==> config.mk <==
export PLATFORM = sky130hd
export DESIGN_NAME = nibble_mem_responder_flat
export DESIGN_NICKNAME = d
export VERILOG_FILES = /design/src/rtl/nibble_bus_pkg.sv /design/src/rtl/nibble_mem_responder_if.sv /design/src/rtl/nibble_ram.sv /design/src/rtl/nibble_mem_responder.sv /design/src/flat_wrapper.sv
export SDC_FILE = /design/constraint.sdc
export NUM_CORES = 1
export LEC_CHECK = 0
export CAP_MARGIN = 15
export CORE_MARGIN = 4
export CORE_UTILIZATION = 35
export CTS_CLUSTER_DIAMETER = 60
export CTS_CLUSTER_SIZE = 20
export DETAILED_ROUTE_END_ITERATION = 10
export GPL_TIMING_DRIVEN = 1
export PLACE_DENSITY = 0.48
export SYNTH_ARGS = -nofsm -noshare
export SYNTH_HDL_FRONTEND = slang
export SYNTH_SLANG_ARGS = --single-unit
export TNS_END_PERCENT = 20
==> constraint.sdc <==
create_clock -name clk -period 4.9 [get_ports clk]
set_input_delay 0.98 -clock clk [delete_from_list [all_inputs] [get_ports clk]]
set_output_delay 0.98 -clock clk [all_outputs]
set_load 0.005 [all_outputs]
==> src/rtl/nibble_bus_pkg.sv <==
// Shared constants for the 4-bit accumulator CPU memory bus: widths, bus field
// positions and the responder FSM state encoding.
package nibble_bus_pkg;
  localparam int ADDR_W   = 6;
  localparam int DATA_W   = 4;
  localparam int DEPTH    = 1 << ADDR_W;
  localparam int BUS_W    = 7;
  localparam int BUS_WCYC = 6;

  localparam logic [1:0] IDLE    = 2'd0;
  localparam logic [1:0] LOAD    = 2'd1;
  localparam logic [1:0] RELEASE = 2'd2;
endpackage

==> src/rtl/nibble_mem_responder_if.sv <==
// CPU-side memory bus between the accumulator CPU (master) and the memory responder (slave).
interface nibble_mem_responder_if;
  import nibble_bus_pkg::*;

  // No valid/ready: every cycle is a transfer. bus_in[BUS_WCYC]=0 is a read of
  // bus_in[ADDR_W-1:0] answered on bus_data in the same cycle; =1 is a store of bus_in[3:0].
  logic [BUS_W-1:0]  bus_in;
  logic [DATA_W-1:0] bus_data;

  modport master (output bus_in, input bus_data);
  modport slave  (input bus_in, output bus_data);
endinterface

==> src/rtl/nibble_ram.sv <==
// DEPTH x DW flop array with one asynchronous read port and one synchronous write port.
module nibble_ram #(
  parameter int AW = 6,
  parameter int DW = 4
) (
  input  logic          clk,
  input  logic          we,
  input  logic [AW-1:0] waddr,
  input  logic [DW-1:0] wdata,
  input  logic [AW-1:0] raddr,
  output logic [DW-1:0] rdata
);
  logic [DW-1:0] mem [2**AW];

  always_ff @(posedge clk) begin
    if (we) mem[waddr] <= wdata;
  end

  assign rdata = mem[raddr];
endmodule

==> src/rtl/nibble_mem_responder.sv <==
// Memory responder for the nibble CPU: combinational reads, history-addressed stores,
// and a host loader that holds the CPU in reset while streaming a program in.
module nibble_mem_responder
  import nibble_bus_pkg::*;
(
  input  logic               clk,
  input  logic               rst_p,
  nibble_mem_responder_if.slave bus,
  input  logic               ld_start,
  input  logic               ld_en,
  input  logic [DATA_W-1:0]  ld_data,
  input  logic               ld_done,
  output logic               cpu_hold,
  output logic               ld_wrap,
  output logic               wr_strobe,
  output logic [ADDR_W-1:0]  wr_addr,
  output logic [DATA_W-1:0]  wr_data,
  output logic [1:0]         state_dbg
);
  logic [1:0]               state, state_nxt;
  logic [ADDR_W-1:0]        ptr;
  logic [ADDR_W-DATA_W-1:0] hist1;
  logic [DATA_W-1:0]        hist0;

  logic                     idle, wcyc, rd_en, ld_wr, cpu_st;
  logic [ADDR_W-1:0]        st_addr, ram_waddr;
  logic [DATA_W-1:0]        ram_wdata, ram_rdata;

  assign idle    = (state == IDLE);
  assign wcyc    = bus.bus_in[BUS_WCYC];
  assign rd_en   = idle && !wcyc;
  // Only the low bits of the older nibble matter for the store address.
  assign st_addr = {hist1, hist0};

  // A load may begin with a write in the very cycle ld_start is seen; loader beats CPU.
  assign ld_wr   = !rst_p && ld_en && ((state == LOAD) || (idle && ld_start));
  assign cpu_st  = !rst_p && idle && wcyc && !cpu_hold && !ld_wr;

  assign ram_waddr = ld_wr ? (ld_start ? '0 : ptr) : st_addr;
  assign ram_wdata = ld_wr ? ld_data : bus.bus_in[DATA_W-1:0];

  nibble_ram #(.AW(ADDR_W), .DW(DATA_W)) u_ram (
    .clk   (clk),
    .we    (ld_wr || cpu_st),
    .waddr (ram_waddr),
    .wdata (ram_wdata),
    .raddr (bus.bus_in[ADDR_W-1:0]),
    .rdata (ram_rdata)
  );

  assign bus.bus_data = rd_en ? ram_rdata : '0;
  assign state_dbg    = state;

  always_comb begin
    state_nxt = state;
    case (state)
      IDLE:    if (ld_start) state_nxt = LOAD;
      LOAD:    if (!ld_start && ld_done) state_nxt = RELEASE;
      RELEASE: state_nxt = IDLE;
      default: state_nxt = IDLE;
    endcase
  end

  always_ff @(posedge clk) begin
    if (rst_p) begin
      state     <= IDLE;
      ptr       <= '0;
      hist1     <= '0;
      hist0     <= '0;
      cpu_hold  <= 1'b0;
      ld_wrap   <= 1'b0;
      wr_strobe <= 1'b0;
      wr_addr   <= '0;
      wr_data   <= '0;
    end else begin
      state    <= state_nxt;
      cpu_hold <= (state_nxt != IDLE);

      if (ld_start && (state != RELEASE)) begin
        ptr     <= {{(ADDR_W-1){1'b0}}, ld_en};
        ld_wrap <= 1'b0;
      end else if ((state == LOAD) && ld_en) begin
        ptr <= ptr + 1'b1;
        if (ptr == '1) ld_wrap <= 1'b1;
      end

      if (state == RELEASE) begin
        hist1 <= '0;
        hist0 <= '0;
      end else if (rd_en) begin
        hist1 <= hist0[ADDR_W-DATA_W-1:0];
        hist0 <= bus.bus_data;
      end

      wr_strobe <= cpu_st;
      if (cpu_st) begin
        wr_addr <= st_addr;
        wr_data <= bus.bus_in[DATA_W-1:0];
      end
    end
  end
endmodule
==> src/flat_wrapper.sv <==
// flat-port wrapper written by rule: the top's interface ports become plain ports
module nibble_mem_responder_flat import nibble_bus_pkg::*;
  (clk, rst_p, ld_start, ld_en, ld_data, ld_done, cpu_hold, ld_wrap, wr_strobe, wr_addr, wr_data, state_dbg, bus_bus_in, bus_bus_data);
  nibble_mem_responder_if bus_i ();
  input  logic clk;
  input  logic rst_p;
  input  logic ld_start;
  input  logic ld_en;
  input  logic [DATA_W-1:0] ld_data;
  input  logic ld_done;
  output logic cpu_hold;
  output logic ld_wrap;
  output logic wr_strobe;
  output logic [ADDR_W-1:0] wr_addr;
  output logic [DATA_W-1:0] wr_data;
  output logic [1:0] state_dbg;
  input wire logic [$bits(bus_i.bus_in)-1:0] bus_bus_in;
  output wire logic [$bits(bus_i.bus_data)-1:0] bus_bus_data;
  assign bus_i.bus_in = bus_bus_in;
  assign bus_bus_data = bus_i.bus_data;
  nibble_mem_responder u_core (.clk(clk), .rst_p(rst_p), .bus(bus_i), .ld_start(ld_start), .ld_en(ld_en), .ld_data(ld_data), .ld_done(ld_done), .cpu_hold(cpu_hold), .ld_wrap(ld_wrap), .wr_strobe(wr_strobe), .wr_addr(wr_addr), .wr_data(wr_data), .state_dbg(state_dbg));
endmodule
== Yosys cells after proc, flatten, opt, wreduce, memory -nomap -nowiden ==
Memories as Yosys holds them, arrays and structs flattened.
Index checks and enable logic that the tools add are counted.

* Add/subtract/negate cells: 1
* Reductions and logical operators: 24
* Muxes and demuxes: 11
* Eq/ne operators: 4

{| class="wikitable"
|+ Operators with widths
! cell !! count
|-
| 6-bit two-way mux || 2
|-
| 1-bit logical AND || 11
|-
| 4-bit two-way mux || 2
|-
| 6-bit by 1-bit adder with 6-bit output (second input constant) || 1
|-
| 6-bit equality test (second input constant) || 1
|-
| 1-bit zero test || 5
|-
| 1-bit two-way mux || 4
|-
| 2-bit two-way mux || 2
|-
| 2-bit one-hot mux with 2 select lines || 1
|-
| 2-bit nonzero test || 2
|-
| 2-bit OR reduction || 2
|-
| 2-bit by 1-bit equality test with 1-bit output (second input constant) || 1
|-
| 2-bit equality test (second input constant) || 1
|-
| 2-bit zero test || 1
|-
| 1-bit logical OR || 2
|-
| 2-bit != test (second input constant) || 1
|-
| 2-bit AND reduction || 1
|}

* RAM bits: 256
* Word-level logic and storage cells: 51
* Output and inout bits: 19
* Memories kept: 1
* Input bits: 16
* Flip-flop bits (word level): 27

{| class="wikitable"
|+ Memory list
! name !! words !! width !! rd ports !! clocked after Yosys merged registers in !! write ports !! RTL line !! RTL
|-
| u_core.u_ram.mem || 64 || 4 || 1 || 0 || 1 || nibble_ram.sv:13 || <nowiki>logic [DW-1:0] mem [2**AW];</nowiki>
|}

== Logic depth before layout (Yosys ltp) ==
* Word-level depth: 9
* Gate-level depth with buffers: 8
* Depth with buffers taken out: 5

== Cells and area by module ==
Synthesis repeated with hierarchy kept, for this count alone.

* Cells, all modules: 670
* Area total of the unflattened synthesis: 11652.4 um^2

{| class="wikitable"
|+ By module, submodules not included
! module !! cells each !! times used !! area an instance (um^2)
|-
| nibble_ram || 517 || 1 || 10327.4
|-
| nibble_mem_responder || 153 || 1 || 1325.0
|}

== Worst setup path before layout ==
OpenSTA, ideal clock, no wires.

* Path kind: input to output
* Start point: input port bus_bus_in[1]
* End point: output port bus_bus_data[3]
* Stages: 7
* Slack: 1.535 ns
* Buffers on the path: 2
* Required time: 3.920 ns
* Arrival: 2.385 ns
* Path through: buf_2 buf_2 mux4_2 mux2i_1 a22oi_1 nand4_1 a21oi_1

* Longest elaborated chain between the ends: 2

{| class="wikitable"
|+ RTL lines
! what !! RTL line !! RTL
|-
| start, declared || flat_wrapper.sv:17 || <nowiki>input wire logic [$bits(bus_i.bus_in)-1:0] bus_bus_in;</nowiki>
|-
| memory read 64 x 4 bit || -- ||
|-
| 4-bit two-way mux || nibble_mem_responder.sv:51 || <nowiki>assign bus.bus_data = rd_en ? ram_rdata : '0;</nowiki>
|-
| end, declared || flat_wrapper.sv:18 || <nowiki>output wire logic [$bits(bus_i.bus_data)-1:0] bus_bus_data;</nowiki>
|}

No other way between the ends.

== Worst setup path after layout ==
* Start point: input port bus_bus_in[3]
* End point: output port bus_bus_data[0]

The elaborated chain is that of the path after synthesis.

==> summary.txt <==
Outcome
  – Status: completed

Final layout
  – # diodes: 0
  – P&R area growth vs syn: 13.96%
  – Share of cells above drive strength 1: 0.1714
  – Fillers: 2,995
  – Final net count: 774

Worst hold path
  – Hold crit path type: flip-flop to flip-flop

Synthesis
  – Post-Synthesis Cell Area: 0.01163 mm^2
  – Netlist cell types: 42
  – Yosys top cell area share: 0.6609
  – Mapped Cells: 716
  – Cell taking the most area after synthesis: edfxtp_1
  – Largest cells by area after synthesis: edfxtp_1, mux4_2, dfxtp_1
  – Mapped Avg Cell Area: 16.25 um^2
  – Yosys warning count: 0
  – Register area share after synthesis: 0.7073
  – Net Count, Synth: 733
  – Flops & latches, synth: 283

Worst setup path
  – Slowest stage delay, CP: 0.70 ns
  – Crit. End Element: primary output
  – Worst Path Buf+Inv: 2
  – Delay-heaviest family, CP: buffers and inverters
  – Worst R2R Path Depth: 5
  – Worst path required time: 3.92 ns
  – Most used cell, CP: clkdlybuf4s50_1
  – Worst Setup SP: bus_bus_in[3]
  – Setup slack, reg-to-reg: 1.62 ns
  – Reg2reg start: u_core.state_dbg[1]
  – Crit-path max FO: 9
  – WP depth: 6
  – Critical Path End: bus_bus_data[0]
  – CP Class: input port to primary output
  – Reg2reg end: u_core.u_ram.mem[45][2]
  – Critical Path, Cell by Cell: clkdlybuf4s50_1, nor2b_1, o21ai_0, nand4_1, a21oi_1, clkdlybuf4s50_1
  – Crit path DAT: 3.49 ns
  – CP Launch Type: input port
  – CP max-delay cell: nor2b_1

Timing
  – Crit share post-route: 0.9117
  – Setup Skew: 0.01477 ns
  – Worst hold slack: 0.4800 ns
  – # setup viols final: 0
  – Max Slew Vio Count: 0
  – Slew HR: 0.4482
  – Final hold violations: 0
  – RSZ-0062 raised after global routing: false
  – Post-route setup TNS: 0 ns
  – Worst-Margin Slew: 0.8248 ns
  – Peak Freq: 0.2238 GHz
  – Final min period: 4.468 ns

Clock network
  – CTS resizes: 0
  – Clock sink count: 283
  – Worst-Skew Late Latency: 0.53 ns
  – Hold-fix buffers at CTS: 0
  – Inserted Clock Buffers: 22
  – Register clock-pin slew on the reported worst setup and hold paths: 0.07 ns
  – Clk buf depth: 3
  – Setup Buffers After CTS: 0
  – Number of H-tree levels: 1
  – CTS tree: done
  – Root buffer cell: clkbuf_16

Run
  – Max-cap violations: 0

Power
  – Pwr dens: 362.8 mW/mm^2
  – Maximum VDD drop: 0.2726 mV
  – P_leak: 0.004200 uW

GRT
  – Initial antenna violation count: 0
  – First-pass GRT wire length: 42,280 um
  – Vias in the first global route: 6,524
  – Total grt overflow: 0
  – GRT Total Usage: 0.1557
  – Largest net degree at the start of global routing: 54

Routing
  – Wirelength, routed: 28,490 um
  – Antenna Violating Nets Remaining: 0
  – DRC viols: 0
  – Initial DRT Pass Iterations: 5
  – Routed len/inst: 23.50 um
  – Drt via density: 5.243
  – Via count: 6,354
  – Initial DRC count: 534

Placement
  – Post-detail-place hpwl: 19,260 um
  – Port Buffer Count: 34
  – GPL Wtd Cong: 0.8236

Floorplanning
  – Core ar.: 0.03270 mm^2
  – DIE AREA: 0.03622 mm^2
  – Num ports: 35
  – Site row count: 66
  – Die Width: 190.3 um
  – Die height: 190.3 um
  – Initial core utilization: 0.3557
[layout by cell type, fill, tap and decap left out, drive strengths merged, types with 2 or more instances in the layout]
cell type      synthesis  routed
mux2                  20      20
o21ai                 21      21
a41oi                  4       4
nor2b                 18      18
clkinv                 0       3
mux2i                 49      49
nand4                 10      10
a22o                   8       8
nand3                  8       8
a21oi                 13      13
and3                   5       5
nand2b                16      16
a21boi                 2       2
dfxtp                 27      27
buf                   20      23
nand2                 46      46
clkdlybuf4s50          0      31
xnor2                  2       2
or3                    4       4
nor3                   3       3
o22ai                  9       9
edfxtp               256     256
nor2                  82      82
a31oi                  2       2
mux4                  48      48
xor2                   2       2
or4                    2       2
inv                    2      10
o31ai                  3       3
or2                    2       2
nand3b                 2       2
o31a                   2       2
clkbuf                17      26
a22oi                  4       4
[layout make-up]
type | instances | area, um^2 | share of cell area
tap | 442 | 553.0 | 0.04172
multi-input combinational | 394 | 3251 | 0.2452
clock inverter | 11 | 112.6 | 0.008495
clock buffer | 26 | 586.8 | 0.04427
sequential | 283 | 8228 | 0.6207
timing repair buffer | 54 | 518.0 | 0.03907
inverter | 2 | 7.507 | 0.0005663
[registers in the layout (all words and copies together), names as in the netlist]
signal,flops
u_core.hist1,2
u_core.cpu_hold,1
u_core.wr_strobe,1
u_core.u_ram.mem,256
u_core.ptr,6
u_core.wr_addr,6
u_core.wr_data,4
u_core.state_dbg,2
u_core.hist0,4
u_core.ld_wrap,1
[report_power, final]
group | internal [uW] | total (uW) | switching (uW)
clock | 895 | 1790 | 891
combinational | 130 | 343 | 213
sequential | 2660 | 2680 | 15.8
total | 3690 | 4810 | 1120
[synth_stat cells (all sizes together)]
cell type  instances
nor2b             18
a21oi             13
buf               20
o31a               2
or3b               1
a22o               8
a22oi              4
o31ai              3
xnor2              2
o2111ai            1
mux4              48
nand2b            16
nand3b             2
mux2i             49
mux2              20
nor4               1
inv                2
o22ai              9
or3                4
or2                2
or4                2
dfxtp             27
ha                 1
a21boi             2
and3               5
nor2              82
and2               1
nor3               3
edfxtp           256
nand4             10
a211oi             1
o21ai             21
nand2             46
a41oi              4
xor2               2
nand3              8
a31oi              2
nand4b             1
clkbuf            17
[through the flow]
stage	cell area, um^2	std cells	util	setup WS (ns)	power (uW)
after floorplan	11630	716	-	1.535	2936
after global placement	12560	1175	0.3840	0.4157	3078
after detailed placement	12560	1175	0.3840	0.4303	3084
after CTS	13260	1212	0.4054	0.4228	4865
after global routing	13260	1212	0.4054	0.2500	4981
final	13260	1212	0.4054	0.4325	4809
[worst register-to-register path: stages (launching register included)]
cell	delay [ns]
dfxtp_1	0.42
or2_1	0.37
nor3_4	0.67
mux2_2	0.46
or3_1	0.58
nor2_1	0.43
[how the worst min path moves through the flow]
| stage | end | from | depth (start not counted) | slack (ns) |
|---|---|---|---|---|
| floorplan | u_core.wr_addr[3] | u_core.hist0[3] | 2 | 0.44 |
| detailed placement | u_core.wr_data[2] | u_core.wr_data[2] | 2 | 0.47 |
| finish | u_core.wr_addr[0] | u_core.wr_addr[0] | 2 | 0.48 |
| global route | u_core.wr_addr[3] | u_core.wr_addr[3] | 2 | 0.50 |
| CTS | u_core.wr_data[2] | u_core.wr_data[2] | 2 | 0.49 |
| global placement | u_core.wr_addr[4] | u_core.wr_addr[4] | 2 | 0.46 |
[logic make-up (layout without fill, tap and decap cells)]
group | after synthesis | count (layout) | synth area share
buf+inv | 39 | 93 | 0.01409
fa+ha+maj | 1 | 1 | 0.001075
flops | 283 | 283 | 0.7073
simple gates | 202 | 202 | 0.08175
mux | 117 | 117 | 0.1545
xor+xnor | 4 | 4 | 0.003012
compound gates | 70 | 70 | 0.03829
[routing by layer]
metal,GRT usage,part of all wire
met1,0.2165,0.45
met2,0.2504,0.48
met3,0.03186,0.051
met4,0.04420,0.025
met5,0,0
No activity file was read; power rests on OpenSTA's default activity.
